## config.mk

```make
export PLATFORM = sky130hd
export DESIGN_NAME = fp_norm_round_pack
export DESIGN_NICKNAME = d
export VERILOG_FILES = /design/src/rtl/fp_norm_round_pack.sv
export SDC_FILE = /design/constraint.sdc
export NUM_CORES = 1
export LEC_CHECK = 0
export CAP_MARGIN = 20
export CORE_ASPECT_RATIO = 0.5
export CORE_UTILIZATION = 40
export CTS_CLUSTER_SIZE = 10
export DETAILED_ROUTE_END_ITERATION = 16
export PLACE_DENSITY = 0.7
export SYNTH_ARGS = -nofsm -noshare
export SYNTH_HDL_FRONTEND = slang
export SYNTH_SLANG_ARGS = --single-unit
export TNS_END_PERCENT = 20
```

## constraint.sdc

```tcl
create_clock -name clk -period 7.5 [get_ports clk]
set_input_delay 2.25 -clock clk [delete_from_list [all_inputs] [get_ports clk]]
set_output_delay 2.25 -clock clk [all_outputs]
set_load 0.005 [all_outputs]
```

## src/rtl/fp_norm_round_pack.sv

```systemverilog
// fp_norm_round_pack: adder back end -- one-bit-per-cycle normalisation,
// round-to-nearest-even and binary32 packing with status flags.
module fp_norm_round_pack #(
   parameter bit FLUSH_DENORM = 1'b0
) (
   input  logic        clk,
   input  logic        rst_n,
   input  logic        in_valid,
   output logic        in_ready,
   input  logic        in_sign,
   input  logic [7:0]  in_exp,
   input  logic [27:0] in_sig,
   output logic        out_valid,
   input  logic        out_ready,
   output logic [31:0] out_fp,
   output logic        overflow,
   output logic        underflow,
   output logic        inexact
);

   typedef enum logic [1:0] {IDLE, NORM, ROUND, DONE} state_t;

   state_t      r_state, w_state_nxt;
   logic        r_sign, w_sign_nxt;
   logic [7:0]  r_exp, w_exp_nxt;
   logic [27:0] r_sig, w_sig_nxt;
   logic        r_sub, w_sub_nxt;
   logic [31:0] r_fp, w_fp_nxt;
   logic        r_ovf, w_ovf_nxt;
   logic        r_unf, w_unf_nxt;
   logic        r_inx, w_inx_nxt;

   logic        w_grs;
   logic        w_up;
   logic [24:0] w_m;
   logic [7:0]  w_exp_inc;

   always_ff @(posedge clk or negedge rst_n) begin
      if (!rst_n) begin
         r_state <= IDLE;
         r_sign  <= 1'b0;
         r_exp   <= '0;
         r_sig   <= '0;
         r_sub   <= 1'b0;
         r_fp    <= '0;
         r_ovf   <= 1'b0;
         r_unf   <= 1'b0;
         r_inx   <= 1'b0;
      end else begin
         r_state <= w_state_nxt;
         r_sign  <= w_sign_nxt;
         r_exp   <= w_exp_nxt;
         r_sig   <= w_sig_nxt;
         r_sub   <= w_sub_nxt;
         r_fp    <= w_fp_nxt;
         r_ovf   <= w_ovf_nxt;
         r_unf   <= w_unf_nxt;
         r_inx   <= w_inx_nxt;
      end
   end

   // Exponent never exceeds 254 here, so the increment cannot wrap.
   always_comb begin
      w_grs     = |r_sig[2:0];
      w_up      = r_sig[2] & (r_sig[3] | r_sig[1] | r_sig[0]);
      w_m       = {1'b0, r_sig[26:3]} + 25'(w_up);
      w_exp_inc = r_exp + 8'd1;
   end

   always_comb begin
      w_state_nxt = r_state;
      w_sign_nxt  = r_sign;
      w_exp_nxt   = r_exp;
      w_sig_nxt   = r_sig;
      w_sub_nxt   = r_sub;
      w_fp_nxt    = r_fp;
      w_ovf_nxt   = r_ovf;
      w_unf_nxt   = r_unf;
      w_inx_nxt   = r_inx;

      case (r_state)
         IDLE: begin
            if (in_valid) begin
               w_sign_nxt = in_sign;
               w_exp_nxt  = (in_exp == 8'd0) ? 8'd1 : in_exp;
               w_sig_nxt  = in_sig;
               w_sub_nxt  = 1'b0;
               if (in_sig == '0) begin
                  w_state_nxt = DONE;
                  w_fp_nxt    = '0;
                  w_ovf_nxt   = 1'b0;
                  w_unf_nxt   = 1'b0;
                  w_inx_nxt   = 1'b0;
               end else if (in_exp == 8'hFF) begin
                  w_state_nxt = DONE;
                  w_fp_nxt    = {in_sign, 8'hFF, 23'h0};
                  w_ovf_nxt   = 1'b1;
                  w_unf_nxt   = 1'b0;
                  w_inx_nxt   = 1'b0;
               end else begin
                  w_state_nxt = NORM;
               end
            end
         end

         NORM: begin
            if (r_sig[27]) begin
               w_sig_nxt = {1'b0, r_sig[27:2], r_sig[1] | r_sig[0]};
               w_exp_nxt = w_exp_inc;
               if (w_exp_inc == 8'hFF) begin
                  w_state_nxt = DONE;
                  w_fp_nxt    = {r_sign, 8'hFF, 23'h0};
                  w_ovf_nxt   = 1'b1;
                  w_unf_nxt   = 1'b0;
                  w_inx_nxt   = 1'b1;
               end else begin
                  w_state_nxt = ROUND;
               end
            end else if (r_sig[26]) begin
               w_state_nxt = ROUND;
            end else if (r_exp == 8'd1) begin
               w_sub_nxt   = 1'b1;
               w_state_nxt = ROUND;
            end else begin
               w_sig_nxt = {r_sig[26:0], 1'b0};
               w_exp_nxt = r_exp - 8'd1;
            end
         end

         ROUND: begin
            w_state_nxt = DONE;
            w_ovf_nxt   = 1'b0;
            w_unf_nxt   = r_sub & w_grs;
            w_inx_nxt   = w_grs;
            if (w_m[24]) begin
               if (w_exp_inc == 8'hFF) begin
                  w_fp_nxt  = {r_sign, 8'hFF, 23'h0};
                  w_ovf_nxt = 1'b1;
               end else begin
                  w_fp_nxt  = {r_sign, w_exp_inc, w_m[23:1]};
               end
            end else if (r_sub) begin
               // A subnormal that rounds up into the hidden bit becomes the smallest normal.
               if (w_m[23]) begin
                  w_fp_nxt = {r_sign, 8'd1, w_m[22:0]};
               end else if (FLUSH_DENORM) begin
                  w_fp_nxt  = {r_sign, 31'h0};
                  w_unf_nxt = 1'b1;
                  w_inx_nxt = 1'b1;
               end else begin
                  w_fp_nxt = {r_sign, 8'd0, w_m[22:0]};
               end
            end else begin
               w_fp_nxt = {r_sign, r_exp, w_m[22:0]};
            end
         end

         DONE: begin
            if (out_ready) begin
               w_state_nxt = IDLE;
            end
         end

         default: w_state_nxt = IDLE;
      endcase
   end

   assign in_ready  = (r_state == IDLE);
   assign out_valid = (r_state == DONE);
   assign out_fp    = r_fp;
   assign overflow  = r_ovf;
   assign underflow = r_unf;
   assign inexact   = r_inx;

endmodule

```

==> out/results.txt, run 1 <==
Status -> completed
Fin. Hold Viols -> 0
CP Max Fanout -> 60
Fin Clk Skew -> 0.006870 ns
Nets -> 619
Post-route ant nets -> 0
Vias per cell -> 5.960
Share of layout cells above drive strength 1 -> 0.05585
Die area -> 11960 sq um
Clk_lat worst skew -> 0.33 ns
Synth Area per Inst -> 8.744 sq um
Met2 Resource Use GR -> 0.3205
Number of distinct library cells after synthesis -> 61
Initial Utilization -> 0.4151
Busiest layer in global routing -> met2
Vias in the first global route -> 3769
FP Rows -> 27
Initial antenna violation count -> 0
Ant diodes -> 0
Synthesized net count -> 576
Layout area overhead -> 23.29%
First-pass GRT wire length -> 20000 um
DR vias -> 4279
Post-layout util -> 0.5117
Lkg Pwr -> 2.198 nW
Number of synthesized flops with an enable pin -> 0
Final Wtd Congestion -> 0.8800
Met3 Usage GRT -> 0.05084
Clk sink count -> 75
Total CTS buffers -> 9
Die Y -> 77.83 um
Clock Tree Root -> clkbuf_16
Cells after Synth -> 526
Period utilization -> 0.7172
CP max stage delay -> 1.02 ns
Total track usage -> 0.2101
Worst VDD drop -> 157.4 uV
PostCTS Resize Cnt -> 0
Share of async-settable or async-resettable flops after synthesis -> 1.000
Bufs on Longest Clock Path -> 2
Setup bufs post-CTS -> 0
GRT overflow -> 0
YS warnings -> 0
Wirelength per Cell -> 17.00 um
Critical setup path kind -> in -> reg
Die Wd -> 153.6 um
Max-cap violations -> 0
I/O Buffers -> 77
Max-slew headroom -> 0.2940
CP Capture Type -> flip-flop
Hold bufs inserted after CTS -> 0
Number of synthesized register bits -> 75
Ys flop type -> dfrtp_1
Worst Tran Pin Value -> 1.058 ns
Slowest CP cell -> or4_2
Slew Viols, Final -> 0
WP data required -> 7.77 ns
Critical Path AT -> 5.65 ns
Worst Hold Class -> reg -> reg
H-tree Lvls -> 3
Clock transition at path regs -> 0.06 ns
Final setup violation count -> 0
Crit-path cells -> clkdlybuf4s50_1, nor4_1, nand3_1, o221a_1, or4_2, nor2_2, a22o_1
RSZ-0062 raised after global routing -> no
Dpl hpwl -> 8557 um
CTS tree -> yes
Startpoint types -> input port
Largest net degree at the start of global routing -> 76
Fin Setup TNS -> 0 ns
First DRT Iteration DRCs -> 434
Sequential share of the synthesized area -> 0.4081
Final wirelength -> 12210 um
P per Cell Area -> 448.3 nW/um^2
Hold WS -> 0.4778 ns
Mapped cell area -> 4599 sq um
Fmax -> 185.9 MHz
Remaining DRCs -> 0
IO Pins -> 78
Met1 Use GR -> 0.2994
Placeable Area -> 11080 sq um
Overall power -> 2.542 mW
Pre-antenna DRT Iters -> 8
Post-layout minimum cycle time -> 5.379 ns
cell type report:
type | count | area [sq um]
fill | 1030 | 5410
multi-input combinational | 394 | 2495
sequential | 75 | 1877
timing repair buffer | 80 | 788.3
clock buffer | 13 | 260.3
tap | 145 | 181.4
clock inverter | 2 | 35.03
inverter | 9 | 33.78
layer usage:
| metal | up-vias | share of wire |
|---|---|---|
| li1 | 2053 | - |
| met1 | 2046 | 0.45 |
| met2 | 169 | 0.47 |
| met3 | 11 | 0.074 |
| met4 | 0 | 0.0067 |
| met5 | - | 0 |
cell usage in the layout, fill, tap and decap left out, types with 13 or more instances in the layout:
cell              n
a21oi_1          45
a222oi_1         24
clkdlybuf4s50_1  76
dfrtp_1          75
nand2_1          58
nand3_1          18
nand4_1          13
nor2_1           57
o21ai_0          23
o31ai_1          15
xor2_1           14
through the flow:
| stage | setup WS (ns) | cells | cell area, sq um |
|---|---|---|---|
| after floorplan | 3.432 | 526 | 4599 |
| after global placement | 1.948 | 703 | 5375 |
| after detailed placement | 1.902 | 703 | 5375 |
| after CTS | 2.240 | 718 | 5670 |
| after global routing | 1.964 | 718 | 5670 |
| final | 2.121 | 718 | 5670 |
registers in the layout, summed over array words and instances (netlist names):
signal,flops
overflow,1
r_state,2
r_sub,1
underflow,1
r_sig,28
inexact,1
out_fp,32
r_exp,8
r_sign,1
cell usage after synthesis, types with 6 or more instances:
| cell | n | share of area |
|---|---|---|
| nor2_1 | 58 | 0.047 |
| a22o_1 | 10 | 0.019 |
| a21oi_1 | 45 | 0.049 |
| xor2_1 | 14 | 0.027 |
| o21ai_0 | 23 | 0.025 |
| inv_1 | 8 | 0.0065 |
| a222oi_1 | 24 | 0.052 |
| and3_1 | 6 | 0.0082 |
| nand2_1 | 58 | 0.047 |
| xnor2_1 | 12 | 0.023 |
| buf_2 | 9 | 0.0098 |
| dfrtp_1 | 75 | 0.41 |
| clkbuf_1 | 30 | 0.024 |
| nand4_1 | 13 | 0.018 |
| nor4_1 | 11 | 0.015 |
| ha_1 | 9 | 0.024 |
| o31ai_1 | 15 | 0.024 |
| nand3_1 | 18 | 0.020 |
cell families after synthesis:
family,Yosys count,synth area share
fa+ha+maj,9,0.02448
xor+xnor,26,0.04951
compound gates,160,0.2451
buf+inv,57,0.05277
flops,75,0.4081
mux,5,0.01170
simple gates,194,0.2084
critical path, delay by kind of cell:
kind,cells,cell delay [ns]
and+or+nand+nor,4,2.43
AOI/OAI and AO/OA,2,0.51
buffers and inverters,1,0.43
final timing paths:
path,from,endpoint,slack (ns),depth (start not counted)
setup / recovery,in_sig[15],out_fp[20]$_DFFE_PN0P_,2.12,7
hold / removal,out_fp[5]$_DFFE_PN0P_,out_fp[5]$_DFFE_PN0P_,0.48,2
setup reg to reg,r_state[1]$_DFFE_PN0P_,out_fp[20]$_DFFE_PN0P_,4.01,8
hold reg to reg,out_fp[5]$_DFFE_PN0P_,out_fp[5]$_DFFE_PN0P_,0.48,2
max in group asynchronous,rst_n,r_exp[0]$_DFFE_PN0P_,4.74,2
min in group asynchronous,rst_n,r_sig[11]$_DFFE_PN0P_,2.13,2
power by group:
group	switching [mW]	internal, mW
clock network	0.161	0.274
logic	0.663	0.571
registers	0.277	0.598
total	1.10	1.44
(Power assumes the default switching activity.)
==> run 2, diff against run 1 <==
==> constraint.sdc (replaced) <==
create_clock -name clk -period 5.35 [get_ports clk]
set_input_delay 1.605 -clock clk [delete_from_list [all_inputs] [get_ports clk]]
set_output_delay 1.605 -clock clk [all_outputs]
set_load 0.005 [all_outputs]
==> out/results.txt, run 2 (same netlist as run 1, synthesis figures left out) <==
Fillcell total -> 1017
Reg2reg path depth -> 7
Clock Tree Root -> clkbuf_16
Vias in the first global route -> 4078
Post-route ant nets -> 0
Clk_lat worst skew -> 0.34 ns
Placeable Area -> 11080 sq um
Share of layout cells above drive strength 1 -> 0.06412
Hold Path Depth -> 2
Nets -> 623
Status -> completed
Worst Hold Class -> reg -> reg
RSZ-0062 raised after global routing -> no
GRT overflow -> 0
First DRT Iteration DRCs -> 453
CP Capture Type -> flip-flop
Critical setup path kind -> in -> reg
Final setup violation count -> 0
IO Pins -> 78
Final Wtd Congestion -> 0.8889
Final wirelength -> 12900 um
Initial antenna violation count -> 0
Clk sink count -> 75
Fmax -> 231.8 MHz
Max-slew headroom -> 0.2967
Max FFs per register -> 32
Reg-to-Reg End -> out_fp[28]$_DFFE_PN0P_
Vias per cell -> 6.104
Setup bufs post-CTS -> 0
Fin Clk Skew -> 0.006962 ns
Worst hold endpoint -> inexact$_DFFE_PN0P_
Fin Setup TNS -> 0 ns
PostCTS Resize Cnt -> 0
Pre-antenna DRT Iters -> 5
H-tree Lvls -> 3
Wirelength per Cell -> 17.87 um
Total CTS buffers -> 9
Hold bufs inserted after CTS -> 0
Startpoint types -> input port
Die Wd -> 153.6 um
Worst VDD drop -> 238.0 uV
Commonest non-fill, non-tap cells in the layout -> 76 x clkdlybuf4s50_1, 75 x dfrtp_1, 58 x nand2_1
Die Y -> 77.83 um
R2R setup slack -> 2.38 ns
WP data required -> 5.57 ns
DR vias -> 4407
Period utilization -> 0.8063
Ant diodes -> 0
CP Max Fanout -> 56
Bufs on Longest Clock Path -> 2
Commonest non-fill, non-tap cell in the layout -> clkdlybuf4s50_1
Clock transition at path regs -> 0.05 ns
Initial Utilization -> 0.4151
Largest net degree at the start of global routing -> 57
Total track usage -> 0.2234
Critical Path Start -> in_sig[15]
Remaining DRCs -> 0
HP Start -> inexact$_DFFE_PN0P_
CTS tree -> yes
P per Cell Area -> 658.0 nW/um^2
Worst Tran Pin Value -> 1.054 ns
FP Rows -> 27
Max-cap violations -> 0
Fin. Hold Viols -> 0
Lkg Pwr -> 2.255 nW
Worst R2R Start -> r_exp[0]$_DFFE_PN0P_
First-pass GRT wire length -> 21060 um
Post-layout minimum cycle time -> 4.313 ns
I/O Buffers -> 77
Dpl hpwl -> 8971 um
Layout area overhead -> 25.76%
Post-layout util -> 0.5220
Slew Viols, Final -> 0
Critical Path AT -> 4.53 ns
Die area -> 11960 sq um
==> run 2: cell count changes in the layout (fill, tap and decap cells not counted), sizes merged <==
cell    previous run  this run
clkbuf            13        10
clkinv             2         1
buf                4         8
bufinv             1         5
==> run 2: cell type report <==
| class | count | area [sq um] | share of cell area |
|---|---|---|---|
| Tap cell | 145 | 181.4 | 0.03136 |
| Timing Repair Buffer | 84 | 818.3 | 0.1415 |
| Multi-Input combinational cell | 394 | 2495 | 0.4313 |
| Clock buffer | 10 | 229.0 | 0.03958 |
| Inverter | 9 | 33.78 | 0.005840 |
| Sequential cell | 75 | 1877 | 0.3245 |
| Clock inverter | 5 | 150.1 | 0.02596 |
==> run 2: through the flow <==
step                      power (mW)  instance area (sq um)  cells  hold slack [ns]  setup slack [ns]
after floorplan                2.380                   4599    526           0.4726             1.927
after global placement         2.946                   5405    707           0.4658            0.8105
after detailed placement       2.989                   5405    707           0.4700            0.7807
after CTS                      3.796                   5784    722           0.4816             1.100
after global routing           4.073                   5784    722           0.5191            0.9604
final                          3.806                   5784    722           0.4747             1.037
==> run 2: worst max-delay path, cell delays in order <==
cell and delay, ns:
clkdlybuf4s50_1 0.42, nor4_1 0.64, nand3_1 0.24, o221a_1 0.31
or4_2 0.63, buf_4 0.33, o31a_1 0.35
==> run 2: power by group <==
part           leakage [nW]  switching, mW  internal [mW]
clock                 0.183          0.235          0.548
combinational          1.16          0.961          0.827
sequential            0.917          0.398          0.837
total                  2.25           1.59           2.21
==> run 2: how the worst max path moves through the flow <==
stage	cells after the start	endpoint
detailed placement	7	out_fp[28]$_DFFE_PN0P_
global route	7	out_fp[15]$_DFFE_PN0P_
global placement	7	out_fp[28]$_DFFE_PN0P_
CTS	7	out_fp[28]$_DFFE_PN0P_
floorplan	9	out_fp[0]$_DFFE_PN0P_
finish	7	out_fp[28]$_DFFE_PN0P_
==> run 2: routing by layer <==
layer,share of wire,global-route usage,vias up
met5,0,0,-
met4,0.010,0.04900,0
met3,0.055,0.04860,13
met2,0.48,0.3686,154
met1,0.45,0.3006,2187
li1,-,-,2053
